**config.mk**
```make
export PLATFORM = sky130hd
export DESIGN_NAME = uart_rx_os
export DESIGN_NICKNAME = d
export VERILOG_FILES = /design/src/rtl/uart_rx_os.sv
export SDC_FILE = /design/constraint.sdc
export NUM_CORES = 1
export LEC_CHECK = 0
export ABC_AREA = 1
export BUFFER_PORTS_ARGS = -buffer_cell sky130_fd_sc_hd__clkbuf_2
export CORE_MARGIN = 2
export CORE_UTILIZATION = 61
export CTS_BUF_LIST = sky130_fd_sc_hd__clkbuf_2 sky130_fd_sc_hd__clkbuf_4 sky130_fd_sc_hd__clkbuf_8
export DETAILED_ROUTE_END_ITERATION = 6
export HOLD_SLACK_MARGIN = 0.15
export PLACE_DENSITY = 0.82
export SETUP_SLACK_MARGIN = 0.05
export SYNTH_ARGS = -nofsm -noshare
export SYNTH_HDL_FRONTEND = slang
export SYNTH_SLANG_ARGS = --single-unit
```
**constraint.sdc**
```tcl
create_clock -name clk -period 2.63 [get_ports clk]
set_clock_uncertainty 0.1 [all_clocks]
set_input_delay 0.263 -clock clk [delete_from_list [all_inputs] [get_ports clk]]
set_output_delay 0.263 -clock clk [all_outputs]
set_load 0.05 [all_outputs]
```
**src/rtl/uart_rx_os.sv**
```systemverilog
// Oversampled UART receiver: self-timed bit clock, 5..DATA_BITS_MAX data bits, optional parity and 2 stop bits.
// Define UART_RX_MAJORITY_EN for 2-of-3 majority voting around mid-bit (default: single mid-bit sample).
module uart_rx_os #(
  parameter int DATA_BITS_MAX = 8,
  parameter int OVERSAMPLE    = 16,
  parameter int DIV_W         = 16
) (
  input  logic                     clk,
  input  logic                     rst_n,
  input  logic                     rx,
  input  logic [DIV_W-1:0]         baud_div,
  input  logic [3:0]               data_bits,
  input  logic                     parity_en,
  input  logic                     parity_odd,
  input  logic                     stop2,
  input  logic                     clr_err,
  output logic [DATA_BITS_MAX-1:0] rx_data,
  output logic                     rx_valid,
  input  logic                     rx_ready,
  output logic                     parity_err,
  output logic                     frame_err,
  output logic                     overrun
);

  localparam int PH_W = $clog2(OVERSAMPLE);
  localparam logic [PH_W-1:0] PH_LAST = PH_W'(OVERSAMPLE - 1);
  localparam logic [PH_W-1:0] PH_MID  = PH_W'(OVERSAMPLE / 2 - 1);
`ifdef UART_RX_MAJORITY_EN
  localparam logic [PH_W-1:0] PH_PRE  = PH_W'(OVERSAMPLE / 2 - 2);
  localparam logic [PH_W-1:0] PH_DEC  = PH_W'(OVERSAMPLE / 2);
`else
  localparam logic [PH_W-1:0] PH_DEC  = PH_MID;
`endif

  typedef enum logic [2:0] {S_IDLE, S_START, S_DATA, S_PARITY, S_STOP, S_STOP2} state_t;

  state_t                   state_q, state_d;
  logic                     rx_s1, rxs;
  logic [DIV_W-1:0]         cnt_q, div_m1;
  logic [PH_W-1:0]          phase_q;
  logic [3:0]               db_q, bit_cnt_q, db_clamped;
  logic                     pen_q, podd_q, stop2_q;
  logic [DATA_BITS_MAX-1:0] shreg_q, word;
  logic                     par_mark_q, fr_mark_q, brk_q;
  logic                     tick, dec, bit_val;
  logic                     start_det, shift_en, par_bad, fr_bad, done;

  assign div_m1     = (baud_div == '0) ? '0 : baud_div - DIV_W'(1);
  assign tick       = (state_q != S_IDLE) && (cnt_q == '0);
  assign dec        = tick && (phase_q == PH_DEC);
  assign db_clamped = (data_bits < 4'd5) ? 4'd5 :
                      (data_bits > 4'(DATA_BITS_MAX)) ? 4'(DATA_BITS_MAX) : data_bits;
  // Bits enter at the MSB, so an n-bit word sits in the top n positions.
  assign word       = shreg_q >> (4'(DATA_BITS_MAX) - db_q);

`ifdef UART_RX_MAJORITY_EN
  logic vote0_q, vote1_q;
  always_ff @(posedge clk or negedge rst_n) begin
    if (!rst_n) begin
      vote0_q <= 1'b1;
      vote1_q <= 1'b1;
    end else begin
      if (tick && phase_q == PH_PRE) vote0_q <= rxs;
      if (tick && phase_q == PH_MID) vote1_q <= rxs;
    end
  end
  assign bit_val = (vote0_q & vote1_q) | (vote0_q & rxs) | (vote1_q & rxs);
`else
  assign bit_val = rxs;
`endif

  always_ff @(posedge clk or negedge rst_n) begin
    if (!rst_n) state_q <= S_IDLE;
    else        state_q <= state_d;
  end

  always_comb begin
    state_d   = state_q;
    start_det = 1'b0;
    shift_en  = 1'b0;
    par_bad   = 1'b0;
    fr_bad    = 1'b0;
    done      = 1'b0;
    case (state_q)
      S_IDLE: if (!brk_q && !rxs) begin
        state_d   = S_START;
        start_det = 1'b1;
      end
      S_START: if (dec) state_d = bit_val ? S_IDLE : S_DATA;
      S_DATA: if (dec) begin
        shift_en = 1'b1;
        if (bit_cnt_q == db_q - 4'd1) state_d = pen_q ? S_PARITY : S_STOP;
      end
      S_PARITY: if (dec) begin
        par_bad = bit_val != ((^shreg_q) ^ podd_q);
        state_d = S_STOP;
      end
      S_STOP: if (dec) begin
        fr_bad = !bit_val;
        if (stop2_q) state_d = S_STOP2;
        else begin
          done    = 1'b1;
          state_d = S_IDLE;
        end
      end
      S_STOP2: if (dec) begin
        fr_bad  = !bit_val;
        done    = 1'b1;
        state_d = S_IDLE;
      end
      default: state_d = S_IDLE;
    endcase
  end

  always_ff @(posedge clk or negedge rst_n) begin
    if (!rst_n) begin
      rx_s1      <= 1'b1;
      rxs        <= 1'b1;
      cnt_q      <= '0;
      phase_q    <= '0;
      db_q       <= 4'd5;
      pen_q      <= 1'b0;
      podd_q     <= 1'b0;
      stop2_q    <= 1'b0;
      bit_cnt_q  <= '0;
      shreg_q    <= '0;
      par_mark_q <= 1'b0;
      fr_mark_q  <= 1'b0;
      brk_q      <= 1'b0;
    end else begin
      rx_s1 <= rx;
      rxs   <= rx_s1;
      if (state_q == S_IDLE || cnt_q == '0) cnt_q <= div_m1;
      else                                  cnt_q <= cnt_q - DIV_W'(1);
      if (state_q == S_IDLE) phase_q <= '0;
      else if (tick)         phase_q <= (phase_q == PH_LAST) ? '0 : phase_q + PH_W'(1);
      if (start_det) begin
        db_q       <= db_clamped;
        pen_q      <= parity_en;
        podd_q     <= parity_odd;
        stop2_q    <= stop2;
        bit_cnt_q  <= '0;
        shreg_q    <= '0;
        par_mark_q <= 1'b0;
        fr_mark_q  <= 1'b0;
      end else begin
        if (shift_en) begin
          shreg_q   <= {bit_val, shreg_q[DATA_BITS_MAX-1:1]};
          bit_cnt_q <= bit_cnt_q + 4'd1;
        end
        if (par_bad) par_mark_q <= 1'b1;
        if (fr_bad)  fr_mark_q  <= 1'b1;
      end
      // Break guard: after a low final stop, wait for the line to go high again.
      if (done)      brk_q <= !bit_val;
      else if (rxs)  brk_q <= 1'b0;
    end
  end

  always_ff @(posedge clk or negedge rst_n) begin
    if (!rst_n) begin
      rx_data    <= '0;
      rx_valid   <= 1'b0;
      parity_err <= 1'b0;
      frame_err  <= 1'b0;
      overrun    <= 1'b0;
    end else begin
      if (done && (!rx_valid || rx_ready)) begin
        rx_data  <= word;
        rx_valid <= 1'b1;
      end else if (rx_valid && rx_ready) begin
        rx_valid <= 1'b0;
      end
      parity_err <= (parity_err & ~clr_err) | (done & par_mark_q);
      frame_err  <= (frame_err & ~clr_err) | (done & (fr_mark_q | fr_bad));
      overrun    <= (overrun & ~clr_err) | (done & rx_valid & ~rx_ready);
    end
  end

endmodule

```
; Word level (Yosys, flattened, before mapping)
; Index checks and enable logic that the tools add are counted.
[word_totals]
word_cells = 122
input_bits = 28
regBits = 59
out_inout_bits = 12
[op_classes]
n_eq_ne = 16
bitwise = 14
n_shift = 1
addsub = 6
reduce_logical = 23
order_cmp = 2
mux = 41
[ops]
columns = cell, n
row1 = 16-bit zero test, 2
row2 = 16-bit two-way mux, 2
row3 = 16-bit by 1-bit subtractor with 16-bit output (second input constant), 2
row4 = 4-bit two-way mux, 7
row5 = 3-bit two-way mux, 9
row6 = 1-bit two-way mux, 18
row7 = 3-bit one-hot mux with 6 select lines, 1
row8 = 8-bit two-way mux, 2
row9 = 2-bit inequality test (second input constant), 7
row10 = 2-bit nonzero test, 6
row11 = 4-bit by 1-bit adder with 4-bit output (second input constant), 2
row12 = 8-bit XOR reduction, 1
row13 = 8-bit by 4-bit right shift with 8-bit output, 1
row14 = 1-bit AND, 7
row15 = 7-bit AND reduction, 1
row16 = 3-bit by 2-bit == test with 1-bit output (second input constant), 2
row17 = 3-bit == test (second input constant), 2
row18 = 1-bit logical AND, 5
row19 = 4-bit by 3-bit == test with 1-bit output (second input constant), 1
row20 = 4-bit == test, 1
row21 = 4-bit == test (second input constant), 1
row22 = 4-bit greater-than comparator (second input constant), 1
row23 = 4-bit by 3-bit < comparator with 1-bit output (second input constant), 1
row24 = 1-bit bitwise OR, 4
row25 = 13 further kinds, 17

; Logic depth before layout (Yosys ltp)
[logic_depth]
depth_word = 8
mapped_depth = 13
depth_no_buf = 13

; Least setup slack after synthesis
; Ideal clock, no wire load.
[synth_path]
path_type = flip-flop to flip-flop
start = register db_q[0]
end = register state_q[0]
t_required_ns = 2.413
synth_period_minus_slack_ns = 1.966
path_buffers = 1
stages_incl_launch_ff = 12
setup_time_ns = 0.117
slack_ns = 0.664
t_arrival_ns = 1.749
cell_sequence = dfstp_2 > inv_1 > ha_1 > buf_2 > xor2_1 > nand2_1 > nor2_1 > nand3_1 > nand2_1 > nand3_1 > nand2_1 > nand2_1
[synth_between]
elab_chain_len = 4
[synth_rtl]
columns = element, line
row1 = from (decl), 41  ; logic [3:0] db_q, bit_cnt_q, db_clamped;
row2 = from (signal assigned), 138  ; db_q <= db_clamped;
row3 = 4-bit by 1-bit subtractor with 4-bit output, 92  ; if (bit_cnt_q == db_q - 4'd1) state_d = pen_q ? S_PARITY : S_STOP;
row4 = 4-bit == test, 92
row5 = 2-bit inequality test (no source line), --
row6 = 7-bit AND reduction (no source line), --
row7 = to (signal assigned), 74  ; else state_q <= state_d;
row8 = to (decl), 37  ; state_t state_q, state_d;
; No other way between the ends.
; A chain may end at the register's enable or synchronous reset.

; Worst setup path in the final report
[layout_path]
start = register db_q[0]
end = register state_q[1]
; The elaborated chain is that of the path after synthesis.

==> key figures <==
Run status
  – Status: finished, final reports clean

Worst setup path
  – Worst Setup Start Kind: flip-flop
  – Critical Path Sink Type: flip-flop
  – Critical path fanouts, max: 15
  – Arrival time worst endpoint: 2.40 ns
  – WS Path Type: reg2reg
  – WP data required: 2.76 ns

Placed design
  – DP HPWL: 6200 microns
  – IO buf count: 39
  – Global placement routability congestion: 0.946

Logic synthesis
  – Asr flop ratio synth: 100%
  – Post-synth EDFFs: 0
  – Flip-flop and latch count after synthesis: 59
  – Net Count, Synth: 534
  – Yosys warnings: 0
  – Syn Inst Count: 499
  – Sequential fraction of the synthesis area: 40.2%
  – Syn_area_per_cell: 7.38 sq um
  – Synth cell types: 35
  – Ys flop type: dfrtp_1
  – Synthesized area: 3680 sq um

Final layout
  – Commonest non-fill, non-tap cells in the layout: nand2_1, inv_1, dfrtp_1
  – Filler cells: 482
  – Share of layout cells above drive strength 1: 16.8%
  – Multi-input logic area: 1910 sq um
  – Final antenna diode count: 0
  – Commonest non-fill, non-tap cell in the layout: nand2_1
  – Sequential cell area: 1480 sq um
  – Fin nets: 588
  – P&R area growth vs syn: 15.6%

Floorplan
  – Total die area: 6680 sq um
  – I/O Pins: 40
  – Core Box Area: 5890 sq um
  – Die H: 81.7 microns
  – Row count: 28
  – Initial Util: 62.6%
  – Die Wd: 81.7 microns

Pwr
  – Overall power: 2.32 mW
  – Pwr dens: 546 nW/um^2
  – Lkg Pwr: 2.09 nW
  – Max VDD drop: 0.446 mV

GRT
  – Tot GR Track Use: 28.2%
  – First-pass GRT wire length: 14300 microns
  – Antenna violations before repair: 0
  – Vias in the first global route: 3230
  – Grt total ovfl: 0
  – Pin count of the biggest net entering global routing: 31

Timing
  – Final min period: 2.27 ns
  – Peak Freq: 440 MHz
  – Worst slew margin: 47.6%
  – Crit share post-route: 86.4%
  – Final Setup Violations: 0
  – Final Hold Viols: 0
  – Worst slew pin tran: 0.786 ns
  – RSZ-0062 raised after global routing: false
  – Fin. max-slew vios: 0
  – WHS: 0.165 ns
  – Setup_tns: 0 ns

Drt
  – DR WL/cell: 13.2 microns
  – Routed Antenna Nets: 0
  – First DRT Iteration DRCs: 253
  – DRT Pass-1 Iters: 6
  – DRC errors left: 0
  – Via density per instance: 5.42
  – Final WL: 8330 microns
  – Via Count: 3429

Clock tree
  – H-tree Lvls: 3
  – Clock root buffer: clkbuf_8
  – Post-CTS Resized: 0
  – CTS buffer count: 9
  – Clock tree buffer depth: 2
  – CTS hold repair buffers: 13
  – CTS tree: done
  – Post-CTS setup buffer count: 0
  – CTS Sinks: 59
  – Reg clk slew, reported paths: 0.07 ns
  – Clk_lat worst skew: 0.34 ns

Hold path
  – Worst min path class: in2reg

Run
  – Max Cap Viol: 0
Yosys cell counts (all sizes together), types with 8 or more instances:
cell type	instances	area, sq um
inv	61	229
xnor2	9	78.8
o22ai	9	56.3
nand3	41	205
nand2	140	548
o21ai	52	283
xor2	16	140
nand4	9	71.3
buf	9	53.8
nor3	10	60.1
a21oi	8	40.0
nor2	56	258
dfrtp	55	1380
flip-flops by register name, summed over array words and instances (netlist names), 3 cells and up:
signal,cells
phase_q,4
db_q,4
state_q,3
rx_data,8
bit_cnt_q,4
shreg_q,8
cnt_q,16
area by class of cell:
| class | instances | share of cell area, % |
|---|---|---|
| multi-input combinational | 367 | 44.8 |
| sequential | 59 | 34.8 |
| timing repair buffer | 55 | 8.47 |
| inverter | 61 | 5.38 |
| clock buffer | 14 | 4.09 |
| tap | 75 | 2.20 |
| clock inverter | 2 | 0.235 |
where the power goes:
| group | total [mW] | internal, mW | switching (mW) |
|---|---|---|---|
| logic | 0.459 | 0.191 | 0.268 |
| registers | 1.11 | 1.00 | 0.103 |
| clock network | 0.758 | 0.422 | 0.336 |
cells by family (layout without fill, tap and decap cells):
family | count (synthesis) | in the layout | share of synthesized area, %
AOI/OAI and AO/OA | 75 | 75 | 11.5
xor gates and xnor gates | 25 | 25 | 5.94
adders and majority gates | 7 | 7 | 2.38
buffers and inverters | 73 | 132 | 7.98
DFF | 59 | 59 | 40.2
muxes | 1 | 1 | 0.272
and+or+nand+nor | 259 | 259 | 31.7
path summary, 6_finish.rpt:
path                                  start          to  slack (ns)  cells past startpoint
worst max-delay path                db_q[0]  state_q[1]        0.36                     10
worst min-delay path            baud_div[2]    cnt_q[2]        0.17                      3
worst max register to register      db_q[0]  state_q[1]        0.36                     10
worst min register to register        rx_s1     bit_val        0.26                      0
max in group asynchronous             rst_n       rx_s1        1.30                      3
min in group asynchronous             rst_n  rx_data[5]        0.44                      2
routing by layer:
layer	GRT usage, %	part of all wire [%]
met5	0	0
met4	10.8	2.5
met3	6.37	6.0
met2	45.6	47
met1	37.2	45
critical path, cell delays in order (launching register included):
cell and delay, ns:
dfstp_2 0.65, inv_1 0.14, ha_1 0.47, xor2_1 0.17, nand2_1 0.06, nor2_1 0.09
nand3_1 0.07, nand2_1 0.12, nand3_1 0.12, nand2_1 0.10, nand2_1 0.06
through the flow:
stage / setup slack, ns / utilization [%] / cells / area (sq um)
floorplan: 0.664 / - / 499 / 3680
global placement: 0.478 / 67.0 / 604 / 3940
detailed placement: 0.384 / 67.0 / 604 / 3940
CTS: 0.371 / 72.3 / 633 / 4260
global route: 0.0617 / 72.3 / 633 / 4260
finish: 0.358 / 72.3 / 633 / 4260
No activity file was read; power rests on OpenSTA's default activity.
